==> src/rtl/divsqrt_prenorm.sv <==
// divsqrt_prenorm
//   Operand pre-normalization and result-exponent unit for the divide/sqrt
//   datapath. Captures raw mantissas and biased exponents and left-normalizes
//   subnormal mantissas with an iterative shifter (8 or 1 bit per cycle). It
//   then computes the result exponent DivUe and the sqrt odd-exponent flag.
//
// Ports
//   clk, resetn          clock, asynchronous active-low reset
//   Flush                synchronous abort back to IDLE (beats Start)
//   Start / Ready        request handshake; Ready is high only in IDLE
//   SqrtE                1 = sqrt(X), 0 = X/Y; sampled at accept
//   Xe, Ye               biased exponents
//   XSubnorm, YSubnorm   operand is subnormal (effective exponent 1)
//   XMant, YMant         mantissas incl. integer bit (MSB)
//   XNorm, YNorm         normalized mantissas
//   DivUe                two's-complement biased result exponent (NE+2 bits)
//   SqrtOdd              unbiased sqrt exponent was odd
//   Valid / OutReady     result handshake; results held until OutReady

module divsqrt_prenorm #(
  parameter int NE = 11,
  parameter int NF = 52
) (
  input  logic          clk,
  input  logic          resetn,
  input  logic          Flush,
  input  logic          Start,
  output logic          Ready,
  input  logic          SqrtE,
  input  logic [NE-1:0] Xe,
  input  logic [NE-1:0] Ye,
  input  logic          XSubnorm,
  input  logic          YSubnorm,
  input  logic [NF:0]   XMant,
  input  logic [NF:0]   YMant,
  output logic [NF:0]   XNorm,
  output logic [NF:0]   YNorm,
  output logic [NE+1:0] DivUe,
  output logic          SqrtOdd,
  output logic          Valid,
  input  logic          OutReady
);

  localparam int LZW = $clog2(NF + 2);
  localparam int EW  = NE + 2;
  localparam logic [EW-1:0] BIAS = EW'((1 << (NE - 1)) - 1);

  typedef enum logic [2:0] {
    IDLE  = 3'd0,
    NORMX = 3'd1,
    NORMY = 3'd2,
    CALC  = 3'd3,
    DONE  = 3'd4
  } state_t;

  state_t state_reg, state_next;

  // Captured operands
  logic          sqrt_reg;
  logic [NE-1:0] xe_reg, ye_reg;
  logic          xsub_reg, ysub_reg;

  // Mantissa shift registers double as the XNorm/YNorm outputs
  logic [NF:0]    xnorm_reg, ynorm_reg;
  logic [LZW-1:0] xlz_reg, ylz_reg;
  logic [EW-1:0]  divue_reg;
  logic           sqrtodd_reg;

  // One normalization step per operand
  logic           x_done, y_done;
  logic [NF:0]    xnorm_next, ynorm_next;
  logic [LZW-1:0] xlz_next, ylz_next;

  always_comb begin
    x_done = (xnorm_reg == '0) || xnorm_reg[NF];
    if (xnorm_reg[NF -: 8] == 8'd0) begin
      xnorm_next = xnorm_reg << 8;
      xlz_next   = xlz_reg + LZW'(8);
    end else begin
      xnorm_next = xnorm_reg << 1;
      xlz_next   = xlz_reg + LZW'(1);
    end
  end

  always_comb begin
    y_done = (ynorm_reg == '0) || ynorm_reg[NF];
    if (ynorm_reg[NF -: 8] == 8'd0) begin
      ynorm_next = ynorm_reg << 8;
      ylz_next   = ylz_reg + LZW'(8);
    end else begin
      ynorm_next = ynorm_reg << 1;
      ylz_next   = ylz_reg + LZW'(1);
    end
  end

  // Exponent arithmetic, all in NE+2 bit two's complement
  logic [EW-1:0]        xee, yee, x_exp, y_exp, div_exp, sqrt_e, sqrt_exp;
  logic signed [EW-1:0] sqrt_half;
  logic                 sqrt_odd;

  always_comb begin
    xee      = xsub_reg ? EW'(1) : EW'(xe_reg);
    yee      = ysub_reg ? EW'(1) : EW'(ye_reg);
    x_exp    = xee - EW'(xlz_reg);
    y_exp    = yee - EW'(ylz_reg);
    div_exp  = x_exp - y_exp + BIAS;
    sqrt_e   = x_exp - BIAS;
    sqrt_odd = sqrt_e[0];
    // E - odd is even, so the arithmetic shift halves it exactly (incl. negatives)
    sqrt_half = $signed(sqrt_e - EW'(sqrt_odd)) >>> 1;
    sqrt_exp  = $unsigned(sqrt_half) + BIAS;
  end

  // State register
  always_ff @(posedge clk or negedge resetn) begin
    if (!resetn) begin
      state_reg <= IDLE;
    end else begin
      state_reg <= state_next;
    end
  end

  // Next-state logic
  always_comb begin
    state_next = state_reg;
    if (Flush) begin
      state_next = IDLE;
    end else begin
      case (state_reg)
        IDLE:    if (Start)    state_next = NORMX;
        NORMX:   if (x_done)   state_next = sqrt_reg ? CALC : NORMY;
        NORMY:   if (y_done)   state_next = CALC;
        CALC:                  state_next = DONE;
        DONE:    if (OutReady) state_next = IDLE;
        default:               state_next = IDLE;
      endcase
    end
  end

  // Output decode
  always_comb begin
    Ready = (state_reg == IDLE);
    Valid = (state_reg == DONE);
  end

  // Datapath registers; a flush freezes them rather than clearing them
  always_ff @(posedge clk or negedge resetn) begin
    if (!resetn) begin
      sqrt_reg    <= 1'b0;
      xe_reg      <= '0;
      ye_reg      <= '0;
      xsub_reg    <= 1'b0;
      ysub_reg    <= 1'b0;
      xnorm_reg   <= '0;
      ynorm_reg   <= '0;
      xlz_reg     <= '0;
      ylz_reg     <= '0;
      divue_reg   <= '0;
      sqrtodd_reg <= 1'b0;
    end else if (!Flush) begin
      case (state_reg)
        IDLE: begin
          if (Start) begin
            sqrt_reg  <= SqrtE;
            xe_reg    <= Xe;
            ye_reg    <= Ye;
            xsub_reg  <= XSubnorm;
            ysub_reg  <= YSubnorm;
            xnorm_reg <= XMant;
            ynorm_reg <= YMant;
            xlz_reg   <= '0;
            ylz_reg   <= '0;
          end
        end
        NORMX: begin
          if (!x_done) begin
            xnorm_reg <= xnorm_next;
            xlz_reg   <= xlz_next;
          end
        end
        NORMY: begin
          if (!y_done) begin
            ynorm_reg <= ynorm_next;
            ylz_reg   <= ylz_next;
          end
        end
        CALC: begin
          divue_reg   <= sqrt_reg ? sqrt_exp : div_exp;
          sqrtodd_reg <= sqrt_reg & sqrt_odd;
        end
        default: ;
      endcase
    end
  end

  assign XNorm   = xnorm_reg;
  assign YNorm   = ynorm_reg;
  assign DivUe   = divue_reg;
  assign SqrtOdd = sqrtodd_reg;

endmodule

==> config.mk <==
export PLATFORM = sky130hd
export DESIGN_NAME = divsqrt_prenorm
export DESIGN_NICKNAME = d
export VERILOG_FILES = /design/src/rtl/divsqrt_prenorm.sv
export SDC_FILE = /design/constraint.sdc
export NUM_CORES = 1
export LEC_CHECK = 0
export BUFFER_PORTS_ARGS = -buffer_cell sky130_fd_sc_hd__buf_2
export CORE_MARGIN = 10
export CORE_UTILIZATION = 50
export CTS_BUF_LIST = sky130_fd_sc_hd__clkbuf_8 sky130_fd_sc_hd__clkbuf_16
export CTS_CLUSTER_SIZE = 25
export DETAILED_ROUTE_END_ITERATION = 8
export PLACE_DENSITY = 0.87
export RECOVER_POWER = 100
export SLEW_MARGIN = 30
export SYNTH_ARGS = -nofsm -noshare
export SYNTH_HDL_FRONTEND = slang
export SYNTH_SLANG_ARGS = --single-unit
==> constraint.sdc <==
create_clock -name clk -period 9 [get_ports clk]
set_clock_uncertainty 0.05 [all_clocks]
set_input_delay 1.35 -clock clk [delete_from_list [all_inputs] [get_ports clk]]
set_output_delay 1.35 -clock clk [all_outputs]
set_load 0.05 [all_outputs]
# Yosys cells after proc, flatten, opt, wreduce, memory -nomap -nowiden
# Index checks and enable logic that the tools add are counted.
classes:
  n_addsub: 11
  n_eq_ne: 11
  n_mux: 25
  n_bitwise: 2
  reduce_logical: 14
op_table:
  columns: ["cell", "count"]
  rows:
  - ["$mux W53", 6]
  - ["$pmux W53 S2", 2]
  - ["$logic_not A53 Y1", 2]
  - ["$mux W6", 5]
  - ["$pmux W6 S2", 2]
  - ["$sub A11 B6 Y12", 2]
  - ["$mux W11", 2]
  - ["$logic_not A8 Y1", 2]
  - ["$mux W3", 5]
  - ["$pmux W3 S5", 1]
  - ["$add A12 B11 Y13 const B", 1]
  - ["$add A13 B10 Y13 const B", 1]
  - ["$mux W13", 1]
  - ["$sub A12 B11 Y13 const B", 1]
  - ["$sub A12 B12 Y13", 1]
  - ["$sub A13 B1 Y13", 1]
  - ["$add A6 B1 Y6 const B", 2]
  - ["$add A6 B4 Y6 const B", 2]
  - ["$reduce_and A4 Y1", 3]
  - ["$ne A3 B3 Y1 const B", 3]
  - ["$eq A3 B2 Y1 const B", 2]
  - ["$ne A2 B2 Y1 const B", 3]
  - ["$reduce_bool A2 Y1", 2]
  - ["$eq A3 B1 Y1 const B", 1]
  - ["9 further kinds", 10]
word_totals:
  regBits: 160
  input_bits: 136
  out_inout_bits: 122
  elab_cells: 75

# Longest topological paths before layout
# Gate-level depths: netlist (run 1).
depth:
  ltp_word: 6
  ltp_mapped: 21
  depth_no_buf: 20

# Worst setup path after synthesis (run 1)
# No wires, ideal clock.
synth_path:
  path_type: "reg2reg"
  startpoint: "register xsub_reg"
  endpoint: "register divue_reg[11] (netlist: DivUe[11])"
  setup_ns: 0.132
  t_arrival_ns: 4.056
  t_required_ns: 8.818
  setup_slack_ns: 4.762
  stages_incl_launch_ff: 20
  n_path_buf: 1
  synth_period_minus_slack_ns: 4.238
  path_cell_list: "dfrtp_1 -> clkbuf_1 -> nor2_1 -> ha_1 -> inv_1 -> fa_1 -> a21o_1 -> a211oi_1 -> or2_1 -> inv_1 -> ha_1 -> ha_1 -> nor2b_1 -> o21ai_0 -> a21oi_1 -> o41ai_1 -> o21ai_0 -> xor2_1 -> a211oi_1 -> o21ai_1"
synth_between:
  elab_chain_cells: 6
  elab_cells_between_ends: 8
  cone_classes: "add/sub (6); mux (2)"
synth_lines:
  columns: ["element", "line_no", "source"]
  rows:
  - ["start, declared", "61", "logic xsub_reg, ysub_reg;"]
  - ["start signal, assigned", "167", "xsub_reg <= XSubnorm;"]
  - ["$mux W11 (*)", "102", "xee = xsub_reg ? EW'(1) : EW'(xe_reg);"]
  - ["$sub A11 B6 Y12 (*)", "104", "x_exp = xee - EW'(xlz_reg);"]
  - ["$sub A12 B11 Y13", "107", "sqrt_e = x_exp - BIAS;"]
  - ["$sub A13 B1 Y13", "110", "sqrt_half = $signed(sqrt_e - EW'(sqrt_odd)) >>> 1;"]
  - ["$add A12 B11 Y13", "111", "sqrt_exp = $unsigned(sqrt_half) + BIAS;"]
  - ["$mux W13 (*)", "188", "divue_reg <= sqrt_reg ? sqrt_exp : div_exp;"]
  - ["end signal, assigned", "188", null]
  - ["end, declared", "66", "logic [EW-1:0] divue_reg;"]
# Mark *: on every way between the ends. The rest lies on a longest branch, timed or not.
# A chain may end at the register's enable or synchronous reset.

# Final worst setup path (run 1)
layout_path:
  startpoint: "register xnorm_reg[45] (netlist: XNorm[45])"
  endpoint: "register xlz_reg[5]"
layout_between:
  elab_chain_cells: 4
  elab_cells_between_ends: 8
  cone_classes: "eq/ne (1); mux (3); reduce/logical (4)"
layout_lines:
  columns: ["element", "line_no", "source"]
  rows:
  - ["start, declared", "64", "logic [NF:0] xnorm_reg, ynorm_reg;"]
  - ["start signal, assigned", "169", "xnorm_reg <= XMant;"]
  - ["start signal, assigned", "177", "xnorm_reg <= xnorm_next;"]
  - ["$logic_not A53 Y1 / $logic_not A8 Y1 (equally long branches)", "75, 76", null]
  - ["$logic_or A1 B1 Y1 / $mux W6 (equally long branches)", "75, 76", null]
  - ["$ne A2 B2 Y1 (no source line) / $mux W6 (equally long branches)", null, null]
  - ["$reduce_and A4 Y1 (no source line) / $pmux W6 S2 (equally long branches)", null, null]
  - ["end signal, assigned", "178", "xlz_reg <= xlz_next;"]
  - ["end, declared", "65", "logic [LZW-1:0] xlz_reg, ylz_reg;"]
# Parallel ways exist; a longest one is shown, timed or not. The select of a mux whose other input is x is not followed.

==> results.ini, run 1 <==
[synth]
ys_ff_latch=160
synth.distinct_cells=70
synth_edf_count=0
synth_top_area_share=0.401
yosys-top-cells-area=dfrtp_1, a221o_1, mux2i_1
yosysSeqAreaShare=0.401
syn_area_um2=9980
synthTopCellsByCount=dfrtp_1, nand2_1, nor3_1
syn_nets=1257
syn_inst=1076
yosysTopAreaCell=dfrtp_1
avgSynthCellArea_um2=9.27
synth.most_common_cell=dfrtp_1
ys.flop_type=dfrtp_1
yosys_warnings=0
async_flop_share=1.00

[worst_setup_path]
crit_fanout=100
worst-endpoint-arrival_ns=6.27
cp_slowest_stage_delay_ns=2.78
crit_path_start_kind=flip-flop
r2r_end=xlz_reg[5]
reg2reg_depth=9
crit_buf_inv=1
rrSetupSlack_ns=2.90
cp_slowest_cell=clkbuf_1
r2r-start=XNorm[45]
path_common_cell=nand2_1
critPathTopFamily=buffers and inverters
critPathKind=reg2reg
end_kind=flip-flop
path_cells=nor4_1 -> nand2_1 -> o41ai_1 -> a21o_2 -> clkbuf_1 -> a21oi_1 -> nand2_1 -> xnor2_1 -> nor2_1
cp.required_ns=9.16

[sta]
fin_crit_sh=0.678
drv_slew=462
tns_ns=0
max_freq_ghz=0.164
period_minus_slack_ns=6.10
setup_viol=0
relSlewSlack=-1.99
rsz0062_at_grt=no
tightestPinTransition_ns=4.49
final-hold-violation-count=0

[route]
ant_nets=0
via_per_inst=6.17
finalWirelength_um=31800
vias=9668
first_pass_iters=5
wl_per_cell_um=20.3
drtIter0Drc=813
drc_errors=0

[placed_design]
place.gp.congestion=0.907
portBuffers=257
place_hpwl_um=23000

[layout]
fin_util=0.604
syn_to_final_growth_pct=18.3
nets=1469
drive_above_1_share=0.150

[min_path]
whs_endpoint=ye_reg[4]
whs_path_depth=2
min-delay-start=ye_reg[4]
hold_class=reg2reg

[floorplanning]
coreArea_um2=19500
rows=51
pin_count=258
initial_utilization=0.511
die_y_um=161
die_w_um=161
die-area_um2=26000

[global_route]
grt_max_degree=109
grt_pass1_vias=9633
grt_pass1_wl_um=51200
overflow=0
track_usage=0.238
antenna_found_initial=1

[clocking]
cts_root_buf=clkbuf_16
clockBufferDepth=2
holdBufCountCts=0
cts_setup_buffers=0
clk_pin_slew_ns=0.07
h-tree-depth=4
cts_buffers=17
cts_resized=0
clock_latency_ns=0.43
cts_tree=done
cts.sinks=160

[run_status]
failed_checks=max-capacitance violations, max-slew violations
outcome=complete, but fails checks

[run]
cap_violations=6

[metrics by stage]
step / worst slack, ns / instances / hold WS, ns / area [um2]
5_1_grt: 2.26 / 1567 / 0.459 / 11800
4_1_cts: 4.31 / 1566 / 0.436 / 12000
3_5_place_dp: 4.33 / 1534 / 0.413 / 11400
6_report: 2.90 / 1567 / 0.432 / 11800
3_3_place_gp: 4.52 / 1534 / 0.403 / 11400
2_1_floorplan: 4.76 / 1076 / 0.388 / 9980
[tightest hold or removal path: cells and delay by family (launching register included)]
family / cells / cell delay, ns
flip-flops: 1 / 0.34
AND/OR/NAND/NOR: 2 / 0.11
[cells by family after synthesis]
group,count (synthesis),share of synthesized area
adders and majority gates,45,0.0587
buffers and inverters,104,0.0409
muxes,76,0.0765
xor gates and xnor gates,40,0.0381
AOI/OAI and AO/OA,250,0.191
and+or+nand+nor,401,0.194
DFF,160,0.401
[cell usage in the layout (no fill, tap or decap), types with 3 or more instances in the layout]
| cell | instances |
|---|---|
| inv_8 | 4 |
| o32ai_1 | 3 |
| a221o_1 | 83 |
| nor4_1 | 26 |
| and2_1 | 5 |
| clkinv_2 | 3 |
| buf_2 | 133 |
| or3_1 | 4 |
| a211oi_1 | 12 |
| o21ai_0 | 43 |
| clkbuf_1 | 128 |
| inv_6 | 3 |
| a21o_1 | 8 |
| o21bai_1 | 6 |
| and3_1 | 9 |
| mux2i_1 | 74 |
| nand4_1 | 9 |
| ha_1 | 42 |
| nor2b_1 | 15 |
| a31oi_1 | 4 |
| nor2_1 | 79 |
| a21oi_1 | 55 |
| a22oi_1 | 3 |
| xnor2_1 | 31 |
| nand2b_1 | 4 |
| inv_1 | 29 |
| buf_4 | 4 |
| fa_1 | 3 |
| a22o_1 | 5 |
| nor3_1 | 86 |
| nand3_1 | 11 |
| dfrtp_1 | 160 |
| nand2_1 | 132 |
| clkbuf_16 | 17 |
| clkinv_4 | 3 |
| o41ai_1 | 4 |
| xor2_1 | 6 |
[final cells by class]
type                            instances  area [um2]
Sequential cell                       160        4000
Fill cell                            1722        7720
Timing Repair Buffer                  266        1190
Antenna cell                            1        2.50
Clock inverter                         15         173
Clock buffer                           17         425
Tap cell                              265         332
Inverter                               31         116
Multi-Input combinational cell        812        5560
[worst max path at each step]
stage	start	to	slack (ns)	depth (start not counted)
after floorplan	xsub_reg	DivUe[11]	4.76	19
after global placement	xsub_reg	DivUe[11]	4.52	18
after detailed placement	xsub_reg	DivUe[11]	4.33	18
after CTS	xsub_reg	DivUe[11]	4.31	18
after global routing	XNorm[45]	xlz_reg[5]	2.26	9
final	XNorm[45]	xlz_reg[5]	2.90	9
[per-layer routing]
metal | global-route usage | vias to the layer above | part of all wire
met4 | 0.0910 | 0 | 0.030
met5 | 0 | - | 0
met3 | 0.0646 | 77 | 0.086
li1 | - | 4419 | -
met1 | 0.297 | 4643 | 0.39
met2 | 0.385 | 529 | 0.49
Power of run 1 is not shown: default switching activity piles up to over one toggle a cycle in this logic, so the estimate is an artifact.
==> run 2, diff against run 1 <==
clock period = 5.9 ns   (was 9 ns; I/O delays follow)
==> results.ini, run 2 (synthesis results as in run 1) <==
[global_route]
track_usage=0.237
grt_pass1_wl_um=50800
antenna_found_initial=2
overflow=0
grt_pass1_vias=9725
grt_max_degree=101

[sta]
fin_crit_sh=0.828
final-hold-violation-count=0
tns_ns=0
rsz0062_at_grt=no
period_minus_slack_ns=4.88
setup_viol=0
relSlewSlack=-1.04
max_freq_ghz=0.205
tightestPinTransition_ns=3.06
finalWorstSetupSlack_ns=1.02
drv_slew=377

[clocking]
clock_latency_ns=0.43
clockBufferDepth=2
cts_tree=done
cts.sinks=160
cts_setup_buffers=0
cts_resized=0
clk_pin_slew_ns=0.07
cts_root_buf=clkbuf_16
holdBufCountCts=0
h-tree-depth=4
cts_buffers=17

[worst_setup_path]
cp.required_ns=6.12
crit_path_start_kind=flip-flop
critPathKind=reg2reg
crit_fanout=12
rrSetupSlack_ns=1.02
worst-endpoint-arrival_ns=5.11
end_kind=flip-flop

[layout]
regArea_um2=4000
fin_util=0.603
drive_above_1_share=0.150
multi_input_area_um2=5570
finalInstanceArea_um2=11800
fill_cells=1756
syn_to_final_growth_pct=18.1
mostFrequentLayoutCells=dfrtp_1, buf_2, nand2_1
nets=1472
mostFrequentLayoutCell=dfrtp_1

[floorplanning]
die_y_um=161
rows=51
initial_utilization=0.511
die_w_um=161
die-area_um2=26000
coreArea_um2=19500
pin_count=258

[route]
ant_nets=0
drtIter0Drc=757
wl_per_cell_um=20.1
vias=9608
via_per_inst=6.12
drc_errors=0
finalWirelength_um=31600
first_pass_iters=7

[min_path]
hold_class=reg2reg

[run]
cap_violations=6

[run_status]
outcome=complete, but fails checks
failed_checks=max-capacitance violations, max-slew violations

[placed_design]
post-place-ws_ns=1.18
place_hpwl_um=23300
place.gp.congestion=0.915
placed_area_um2=11400
portBuffers=257

run 2: cell types whose count changed in the layout (fill, tap and decap cells not counted), sizes merged:
| cell | change |
|---|---|
| clkinvlp | +4 |
| diode | +1 |
| clkbuf | +3 |
| bufinv | -1 |
| clkinv | -4 |
run 2: per-stage QoR:
stage / std cells / hold WS, ns
2_1_floorplan: 1076 / 0.388
3_3_place_gp: 1537 / 0.405
3_5_place_dp: 1537 / 0.407
4_1_cts: 1568 / 0.301
5_1_grt: 1569 / 0.452
6_report: 1570 / 0.424
run 2: worst paths after layout:
check	startpoint	to	cells after the start
worst max-delay path	xsub_reg	DivUe[11]	18
worst min-delay path	xe_reg[5]	xe_reg[5]	2
worst max register to register	xsub_reg	DivUe[11]	18
worst min register to register	xe_reg[5]	xe_reg[5]	2
max in group asynchronous	resetn	ye_reg[9]	2
min in group asynchronous	resetn	YNorm[39]	1
run 2: final cells by class:
class / instances / area share
Antenna cell: 2 / 0.000425
Timing Repair Buffer: 269 / 0.102
Tap cell: 265 / 0.0281
Sequential cell: 160 / 0.340
Clock buffer: 17 / 0.0361
Clock inverter: 14 / 0.0113
Inverter: 31 / 0.00988
Multi-Input combinational cell: 812 / 0.472
run 2: layer usage:
metal / vias to the layer above / GRT usage / part of all wire
met3: 98 / 0.0651 / 0.082
met2: 501 / 0.380 / 0.48
li1: 4413 / - / -
met5: - / 0 / 0
met4: 0 / 0.103 / 0.037
met1: 4596 / 0.293 / 0.40
run 2: worst max-delay path: stages, from the launching register on:
cell      delay, ns
dfrtp_1        0.51
nor2_1         0.16
ha_1           0.16
inv_1          0.05
fa_1           0.42
a21o_1         0.24
a211oi_1       0.36
or2_0          0.35
inv_1          0.12
ha_1           0.29
ha_1           0.32
nor2b_1        0.15
o21ai_0        0.17
a21oi_1        0.13
o41ai_1        0.50
o21ai_0        0.21
xor2_1         0.17
a211oi_1       0.27
o21ai_0        0.11
Power of run 2 is left out for the same reason.
==> run 3, diff against run 2 <==
CORE_UTILIZATION = 49   (was 50)
PLACE_DENSITY = 0.89   (was 0.87)
clock period = 4 ns   (was 5.9 ns; I/O delays follow)
==> results.ini, run 3 (synthesis results as in run 1) <==
[floorplanning]
coreArea_um2=20100
die-area_um2=26500
die_w_um=163
pin_count=258
rows=52
initial_utilization=0.496
die_y_um=163

[global_route]
grt_pass1_vias=9691
use_met3=0.0614
overflow=0
antenna_found_initial=1
grt_util_met2=0.393
grt_max_degree=83
track_usage=0.238
met1_usage=0.296
grt_pass1_wl_um=51400
grt-busiest-layer=met2

[worst_setup_path]
cp_slowest_stage_delay_ns=0.43
r2r-start=xe_reg[0]
crit_path_start_kind=flip-flop
reg2reg_depth=17
worst-endpoint-arrival_ns=4.23
crit_buf_inv=3
path_cells=nor2_1 -> ha_2 -> inv_1 -> fa_2 -> a21o_4 -> a221oi_4 -> xor2_2 -> inv_2 -> ha_1 -> ha_4 -> inv_2 -> a21oi_2 -> o41ai_2 -> o21ai_1 -> xor2_1 -> a211oi_2 -> o21ai_1
cp.required_ns=4.22
worstSetupStartpoint=xe_reg[0]
cp.depth=17
crit_fanout=4
r2r_end=DivUe[11]
rrSetupSlack_ns=-0.008
critPathTopFamily=compound AO/OA/AOI/OAI gates
crit_path_end=DivUe[11]
critPathKind=reg2reg
cp_slowest_cell=o41ai_2
end_kind=flip-flop

[sta]
finalWorstSetupSlack_ns=-0.00826
max_freq_ghz=0.249
drv_slew=126
final-hold-violation-count=0
rsz0062_at_grt=yes
relSlewSlack=-0.351
tns_ns=-0.00826
fin_crit_sh=1.00
period_minus_slack_ns=4.01
setup_viol=1
tightestPinTransition_ns=2.03

[route]
drtIter0Drc=1085
via_per_inst=6.16
ant_nets=0
wl_per_cell_um=21.0
vias=9904
first_pass_iters=5
drc_errors=0
finalWirelength_um=33800

[run_status]
failed_checks=max-capacitance violations, max-slew violations, negative setup slack
outcome=complete, but fails checks

[layout]
nets=1504
drive_above_1_share=0.209
syn_to_final_growth_pct=24.1
mostFrequentLayoutCells=dfrtp_1, buf_2, nand2_1
mostFrequentLayoutCell=dfrtp_1

[clocking]
cts.sinks=160
cts_root_buf=clkbuf_16
cts_tree=done
holdBufCountCts=0
h-tree-depth=4
clockBufferDepth=2
clk_pin_slew_ns=0.06
cts_buffers=17
clock_latency_ns=0.43

[placed_design]
portBuffers=257
place_hpwl_um=23700
place.gp.congestion=0.899

[run]
cap_violations=2

[min_path]
hold_class=in2reg

==> run 3: cell count changes in the layout (fill, tap and decap cells not counted), sizes merged <==
cell,delta
diode,-1
bufinv,+1
buf,+32
clkinvlp,-2
clkinv,+2
==> run 3: through the flow <==
step                      setup WS, ns  utilization  area, um2  cells  hold slack, ns
after global routing            -0.199        0.616      12400   1607           0.309
after global placement           0.134        0.579      11600   1560           0.404
after detailed placement        -0.127        0.579      11600   1560           0.404
after CTS                      0.00163        0.609      12300   1593           0.185
after floorplan                 0.0233            -       9990   1076           0.254
final                         -0.00826        0.616      12400   1607           0.317
==> run 3: worst register-to-register path: cells and delay by family, from the launching register on <==
family / cells / cell delay [ns]
xor gates and xnor gates: 2 / 0.41
and+or+nand+nor: 1 / 0.12
buffers and inverters: 3 / 0.20
AOI/OAI and AO/OA: 7 / 1.59
adders and majority gates: 4 / 1.12
DFF: 1 / 0.37
==> run 3: timing repair <==
action,4_1_cts,5_1_grt
pin swaps,0,34
setup endpoints to repair,2,6
resized for setup,6,47
setup buffers,1,13
==> run 3: how the worst min path moves through the flow <==
stage | endpoint | depth (start not counted) | from | slack (ns)
after floorplan | DivUe[0] | 0 | resetn | 0.25
final | xe_reg[2] | 3 | Xe[2] | 0.32
after CTS | YNorm[38] | 1 | resetn | 0.19
after detailed placement | xe_reg[5] | 2 | xe_reg[5] | 0.40
after global placement | ye_reg[4] | 2 | ye_reg[4] | 0.40
after global routing | xe_reg[8] | 3 | Xe[8] | 0.31
==> run 3: area by class of cell <==
| class | count | area [um2] |
|---|---|---|
| sequential | 160 | 4000 |
| inverter | 31 | 116 |
| clock buffer | 17 | 425 |
| fill | 1656 | 7720 |
| antenna | 1 | 2.50 |
| tap | 270 | 338 |
| clock inverter | 15 | 158 |
| timing repair buffer | 301 | 1480 |
| multi-input combinational | 812 | 5860 |
==> run 3: layer usage <==
layer	up-vias	wire length, um
met1	4792	13200
met2	538	16700
met5	-	0
met3	86	2820
met4	0	1080
li1	4488	-
Power of run 3 is left out for the same reason.
